### config.mk
export PLATFORM = sky130hd
export DESIGN_NAME = ysyx_041514_lsu_store
export DESIGN_NICKNAME = d
export VERILOG_FILES = /design/src/rtl/ysyx_041514_lsu_store.sv
export SDC_FILE = /design/constraint.sdc
export NUM_CORES = 1
export LEC_CHECK = 0
export BUFFER_PORTS_ARGS = -buffer_cell sky130_fd_sc_hd__buf_2
export CAP_MARGIN = 20
export CORE_ASPECT_RATIO = 0.5
export CORE_MARGIN = 3
export CORE_UTILIZATION = 57
export DETAILED_ROUTE_END_ITERATION = 10
export PLACE_DENSITY = 0.82
export SKIP_LAST_GASP = 1
export SLEW_MARGIN = 20
export SYNTH_ARGS = -nofsm -noshare
export SYNTH_HDL_FRONTEND = slang
export SYNTH_SLANG_ARGS = --single-unit
### constraint.sdc
create_clock -name clk -period 8.9 [get_ports clk]
set_clock_uncertainty 0.05 [all_clocks]
set_input_delay 0.445 -clock clk [delete_from_list [all_inputs] [get_ports clk]]
set_output_delay 0.445 -clock clk [all_outputs]
set_load 0.01 [all_outputs]
### src/rtl/ysyx_041514_lsu_store.sv
// LSU store path: shifts right-justified store data into 8-byte memory lanes and issues one or two write beats.
// Define YSYX_041514_MISALIGN_SPLIT_EN to split stores that cross an 8-byte boundary; otherwise they complete with an error.
module ysyx_041514_lsu_store #(
  parameter int XLEN = 64
) (
  input  logic              clk,
  input  logic              rst,
  input  logic              st_valid_i,
  output logic              st_ready_o,
  input  logic [XLEN-1:0]   st_addr_i,
  input  logic [XLEN-1:0]   st_data_i,
  input  logic [3:0]        st_size_i,
  output logic              st_done_o,
  output logic              st_err_o,
  output logic              mem_valid_o,
  input  logic              mem_ready_i,
  output logic [XLEN-1:0]   mem_addr_o,
  output logic [XLEN-1:0]   mem_wdata_o,
  output logic [XLEN/8-1:0] mem_wstrb_o,
  input  logic              mem_resp_valid_i,
  input  logic              mem_resp_err_i
);
  localparam int SW   = XLEN / 8;
  localparam int OFFW = $clog2(SW);
  localparam logic [2*SW-1:0] STRB_ONE = 1;

  typedef enum logic [2:0] {IDLE, REQ0, RSP0, REQ1, RSP1, DONE} state_e;

  state_e            state_q;
  logic              st_ready_q, st_done_q, st_err_q, mem_valid_q;
  logic [XLEN-1:0]   mem_addr_q, mem_wdata_q, hi_addr_q, hi_data_q;
  logic [SW-1:0]     mem_wstrb_q, hi_strb_q;

  logic [3:0]        nbytes;
  logic [OFFW-1:0]   off;
  logic [2*XLEN-1:0] data_sh;
  logic [2*SW-1:0]   strb_sh;
  logic [XLEN-1:0]   base_addr;

  // nbytes of zero marks a size that is not one-hot
  always_comb begin
    nbytes = 4'd0;
    case (st_size_i)
      4'b0001: nbytes = 4'd1;
      4'b0010: nbytes = 4'd2;
      4'b0100: nbytes = 4'd4;
      4'b1000: nbytes = 4'd8;
      default: nbytes = 4'd0;
    endcase
  end

  assign off       = st_addr_i[OFFW-1:0];
  assign data_sh   = {{XLEN{1'b0}}, st_data_i} << {off, 3'b000};
  assign strb_sh   = ((STRB_ONE << nbytes) - STRB_ONE) << off;
  assign base_addr = {st_addr_i[XLEN-1:OFFW], {OFFW{1'b0}}};

  // Memory port: a beat transfers on a cycle with mem_valid_o & mem_ready_i; once raised, valid and its
  // payload hold until that handshake. mem_resp_valid_i only counts in RSP0/RSP1, i.e. after the handshake.
  always_ff @(posedge clk or posedge rst) begin
    if (rst) begin
      state_q     <= IDLE;
      st_ready_q  <= 1'b1;
      st_done_q   <= 1'b0;
      st_err_q    <= 1'b0;
      mem_valid_q <= 1'b0;
      mem_addr_q  <= '0;
      mem_wdata_q <= '0;
      mem_wstrb_q <= '0;
      hi_addr_q   <= '0;
      hi_data_q   <= '0;
      hi_strb_q   <= '0;
    end else begin
      case (state_q)
        IDLE: begin
          if (st_valid_i && st_ready_q) begin
            st_ready_q <= 1'b0;
            hi_addr_q  <= base_addr + XLEN'(SW);
            hi_data_q  <= data_sh[2*XLEN-1:XLEN];
            hi_strb_q  <= strb_sh[2*SW-1:SW];
            if (nbytes == 4'd0) begin
              state_q   <= DONE;
              st_done_q <= 1'b1;
              st_err_q  <= 1'b1;
            end
`ifndef YSYX_041514_MISALIGN_SPLIT_EN
            else if (|strb_sh[2*SW-1:SW]) begin
              state_q   <= DONE;
              st_done_q <= 1'b1;
              st_err_q  <= 1'b1;
            end
`endif
            else begin
              state_q     <= REQ0;
              mem_valid_q <= 1'b1;
              mem_addr_q  <= base_addr;
              mem_wdata_q <= data_sh[XLEN-1:0];
              mem_wstrb_q <= strb_sh[SW-1:0];
            end
          end
        end
        REQ0: begin
          if (mem_ready_i) begin
            mem_valid_q <= 1'b0;
            state_q     <= RSP0;
          end
        end
        RSP0: begin
          if (mem_resp_valid_i) begin
            if (mem_resp_err_i || hi_strb_q == '0) begin
              state_q   <= DONE;
              st_done_q <= 1'b1;
              st_err_q  <= mem_resp_err_i;
            end else begin
              state_q     <= REQ1;
              mem_valid_q <= 1'b1;
              mem_addr_q  <= hi_addr_q;
              mem_wdata_q <= hi_data_q;
              mem_wstrb_q <= hi_strb_q;
            end
          end
        end
        REQ1: begin
          if (mem_ready_i) begin
            mem_valid_q <= 1'b0;
            state_q     <= RSP1;
          end
        end
        RSP1: begin
          if (mem_resp_valid_i) begin
            state_q   <= DONE;
            st_done_q <= 1'b1;
            st_err_q  <= st_err_q | mem_resp_err_i;
          end
        end
        DONE: begin
          state_q    <= IDLE;
          st_done_q  <= 1'b0;
          st_err_q   <= 1'b0;
          st_ready_q <= 1'b1;
        end
        default: begin
          state_q     <= IDLE;
          st_ready_q  <= 1'b1;
          st_done_q   <= 1'b0;
          st_err_q    <= 1'b0;
          mem_valid_q <= 1'b0;
        end
      endcase
    end
  end

  assign st_ready_o  = st_ready_q;
  assign st_done_o   = st_done_q;
  assign st_err_o    = st_err_q;
  assign mem_valid_o = mem_valid_q;
  assign mem_addr_o  = mem_addr_q;
  assign mem_wdata_o = mem_wdata_q;
  assign mem_wstrb_o = mem_wstrb_q;
endmodule
==> run summary <==
Status -> finished, final reports clean
Final #Nets -> 1954
Least-Margin Pin Slew -> 1.113 ns
Die ar. -> 28310 um2
R2R setup slack -> 5.71 ns
Post-route ant nets -> 0
RePlAce Congestion -> 0.9030
Synth-to-Final Area Change -> 15.32%
Die H -> 120.5 um
CTS max path bufs -> 3
R2r endpoint -> hi_addr_q[11]
Share of layout cells above drive strength 1 -> 27.64%
Reg clk slew, reported paths -> 0.06 ns
Die X-Extent -> 235.0 um
Final hold vios -> 0
M1 GR Usage -> 40.12%
Post-Layout Cell Count -> 2176
Post-synthesis compound-gate area fraction -> 12.04%
Worst Setup SP -> st_addr_i[1]
Post-synthesis mux area share -> 17.48%
Setup TNS Final -> 0 ns
TritonCTS clock tree -> built
Vias in the first global route -> 12550
Data required, critical path -> 9.26 ns
Mapped Area -> 14940 um2
Overall Global Routing Usage -> 29.33%
Drt wl/cell -> 19.21 um
Worst rel slew slack -> 25.54%
Hold-fix buffers at CTS -> 0
Final Routed Wirelength -> 41.80 mm
Drt pass-1 iters -> 6
Critical path type -> in -> reg
Overflow after GRT -> 0
1st-iter DRT viols -> 1582
Most frequent cells in the layout -> nand2_1 (399), buf_2 (274), dfrtp_1 (264)
Buffers on Ports -> 274
Max Cap Violations -> 0
CTS-repair resized insts -> 0
Commonest non-fill, non-tap cell in the layout -> nand2_1
Met3 Usage GRT -> 4.262%
Synth Area in Adders -> 0.1675%
Syn Inst Count -> 1610
CP arrival -> 4.34 ns
Tmin final -> 3.972 ns
Global-route wire length before repair -> 67.67 mm
Worst vdd ir -> 0.1406 mV
Worst Setup EP -> mem_wdata_o[52]
Initial core utilization -> 58.61%
Max Clk Rate -> 251.7 MHz
Num CTS Buffers -> 25
Placed insts -> 2131
Fin area -> 17230 um2
Sequential area share after synthesis -> 44.39%
DRC Markers -> 0
Top cell type's share of synthesized area -> 44.21%
Unique masters post-synth -> 60
Final Slew Violations -> 0
Crit end category -> register
Combinational family with the most area after synthesis -> simple AND/OR/NAND/NOR gates
Number of synthesized register bits -> 265
Worst-Skew Late Latency -> 0.54 ns
GRT met2 Usage -> 48.31%
Synth area leader -> dfrtp_1
Final Cycle Share -> 44.63%
Post-DP Area -> 16350 um2
Simple-gate share of the synthesized area -> 18.15%
Depth of the CTS H-tree -> 1
Min-delay worst type -> in -> async
Mean Syn Cell Area -> 9.281 um2
Clock Sinks -> 265
Largest net degree at the start of global routing -> 135
Core area -> 25500 um2
Crit start category -> input port
Ys Warns -> 0
Number of cell rows -> 41
RSZ-0062 raised after global routing -> false
Via count -> 12740
Synth Area in XOR/XNOR -> 3.634%
Leakage -> 8.704 nW
Reg2reg path depth -> 5
R2r startpoint -> state_q[1]
PwrDens -> 282.6 nW/um2
Post-synth ARST share -> 100.0%
Synth top area cells -> dfrtp_1 (44%), nand2_1 (10%), mux2_2 (8.1%)
# IOs -> 278
EDFF count, synth -> 0
Highest net fanout along the worst path -> 76
Hpwl dp -> 28.16 mm
Antenna violations before repair -> 1
Post CTS Setup Buffer Count -> 0
Grt peak-use layer -> met2
Vias per cell -> 5.855
# setup viols final -> 0
Main synth FF type -> dfrtp_1
Root Driver -> clkbuf_16
[metal layers]
metal,wire length (um),part of all wire [%],vias to the layer above
li1,-,-,5949
met1,17600,42,6099
met2,19570,47,584
met3,3030,7.2,109
met4,1599,3.8,0
met5,0,0,-
[registers in the layout (all words and copies together) (netlist names), 3 cells and up]
name,count
mem_wdata_o,64
hi_addr_q,61
mem_addr_o,61
hi_data_q,56
hi_strb_q,8
mem_wstrb_o,8
state_q,3
[worst min path at each step]
stage                endpoint  slack, ns  cells after the start
2_1_floorplan   hi_addr_q[21]       0.39                      2
3_3_place_gp    hi_data_q[48]       0.40                      2
3_5_place_dp    hi_data_q[51]       0.41                      2
4_1_cts        mem_wstrb_o[5]       0.11                      2
5_1_grt        mem_addr_o[19]       0.14                      2
6_report       mem_addr_o[23]       0.06                      2
[worst max-delay path, cell delays in order]
cell and delay [ns]:
buf_2 0.08, buf_4 0.54, clkinv_1 0.14, buf_4 0.32, nor2_1 0.71, a21oi_1 0.21
mux2i_1 0.20, and4bb_1 0.27, o21ai_4 0.15, buf_4 0.76, mux2_2 0.42
[layout make-up]
type	count	area, um2
diodes	1	2.502
flip-flops and latches	265	6633
repair buffers	290	1495
multi-input cells	1217	7727
well taps	344	430.4
inverters	15	63.81
clock buffers	33	695.7
clock inverters	11	183.9
fillers	2033	8264
[synth_stat cells (all sizes together) (14+ instances only)]
cell type and count:
buf 31, dfrtp 264, inv 14, and3 25, mux2i 54, a21oi 45
xnor2 31, nand3 40, nand4 20, nor2 102, o21ai 161, nand2 400
xor2 31, mux2 165, clkbuf 84, a22o 25
[cells by family after synthesis]
family                   count (synthesis)
adder cells (fa/ha/maj)                  2
AND/OR/NAND/NOR                        632
multiplexers                           219
XOR/XNOR                                62
AO/OA/AOI/OAI                          299
flip-flops                             265
other                                    1
buffers and inverters                  130
[metrics by stage]
step	worst slack [ns]	util (%)	power [mW]	hold WS, ns
after floorplan	1.110	-	3.074	0.3886
after global placement	4.444	64.11	3.634	0.3993
after detailed placement	4.319	64.11	3.704	0.4064
after CTS	4.874	67.56	4.886	0.1083
after global routing	4.729	67.59	5.177	0.1366
final	4.928	67.59	4.869	0.05973
[power breakdown]
part	total [mW]	switching [mW]	internal, mW
logic	1.64	0.894	0.746
registers	2.06	0.324	1.73
clock network	1.17	0.476	0.695
total	4.87	1.69	3.18
(Power assumes the default switching activity.)
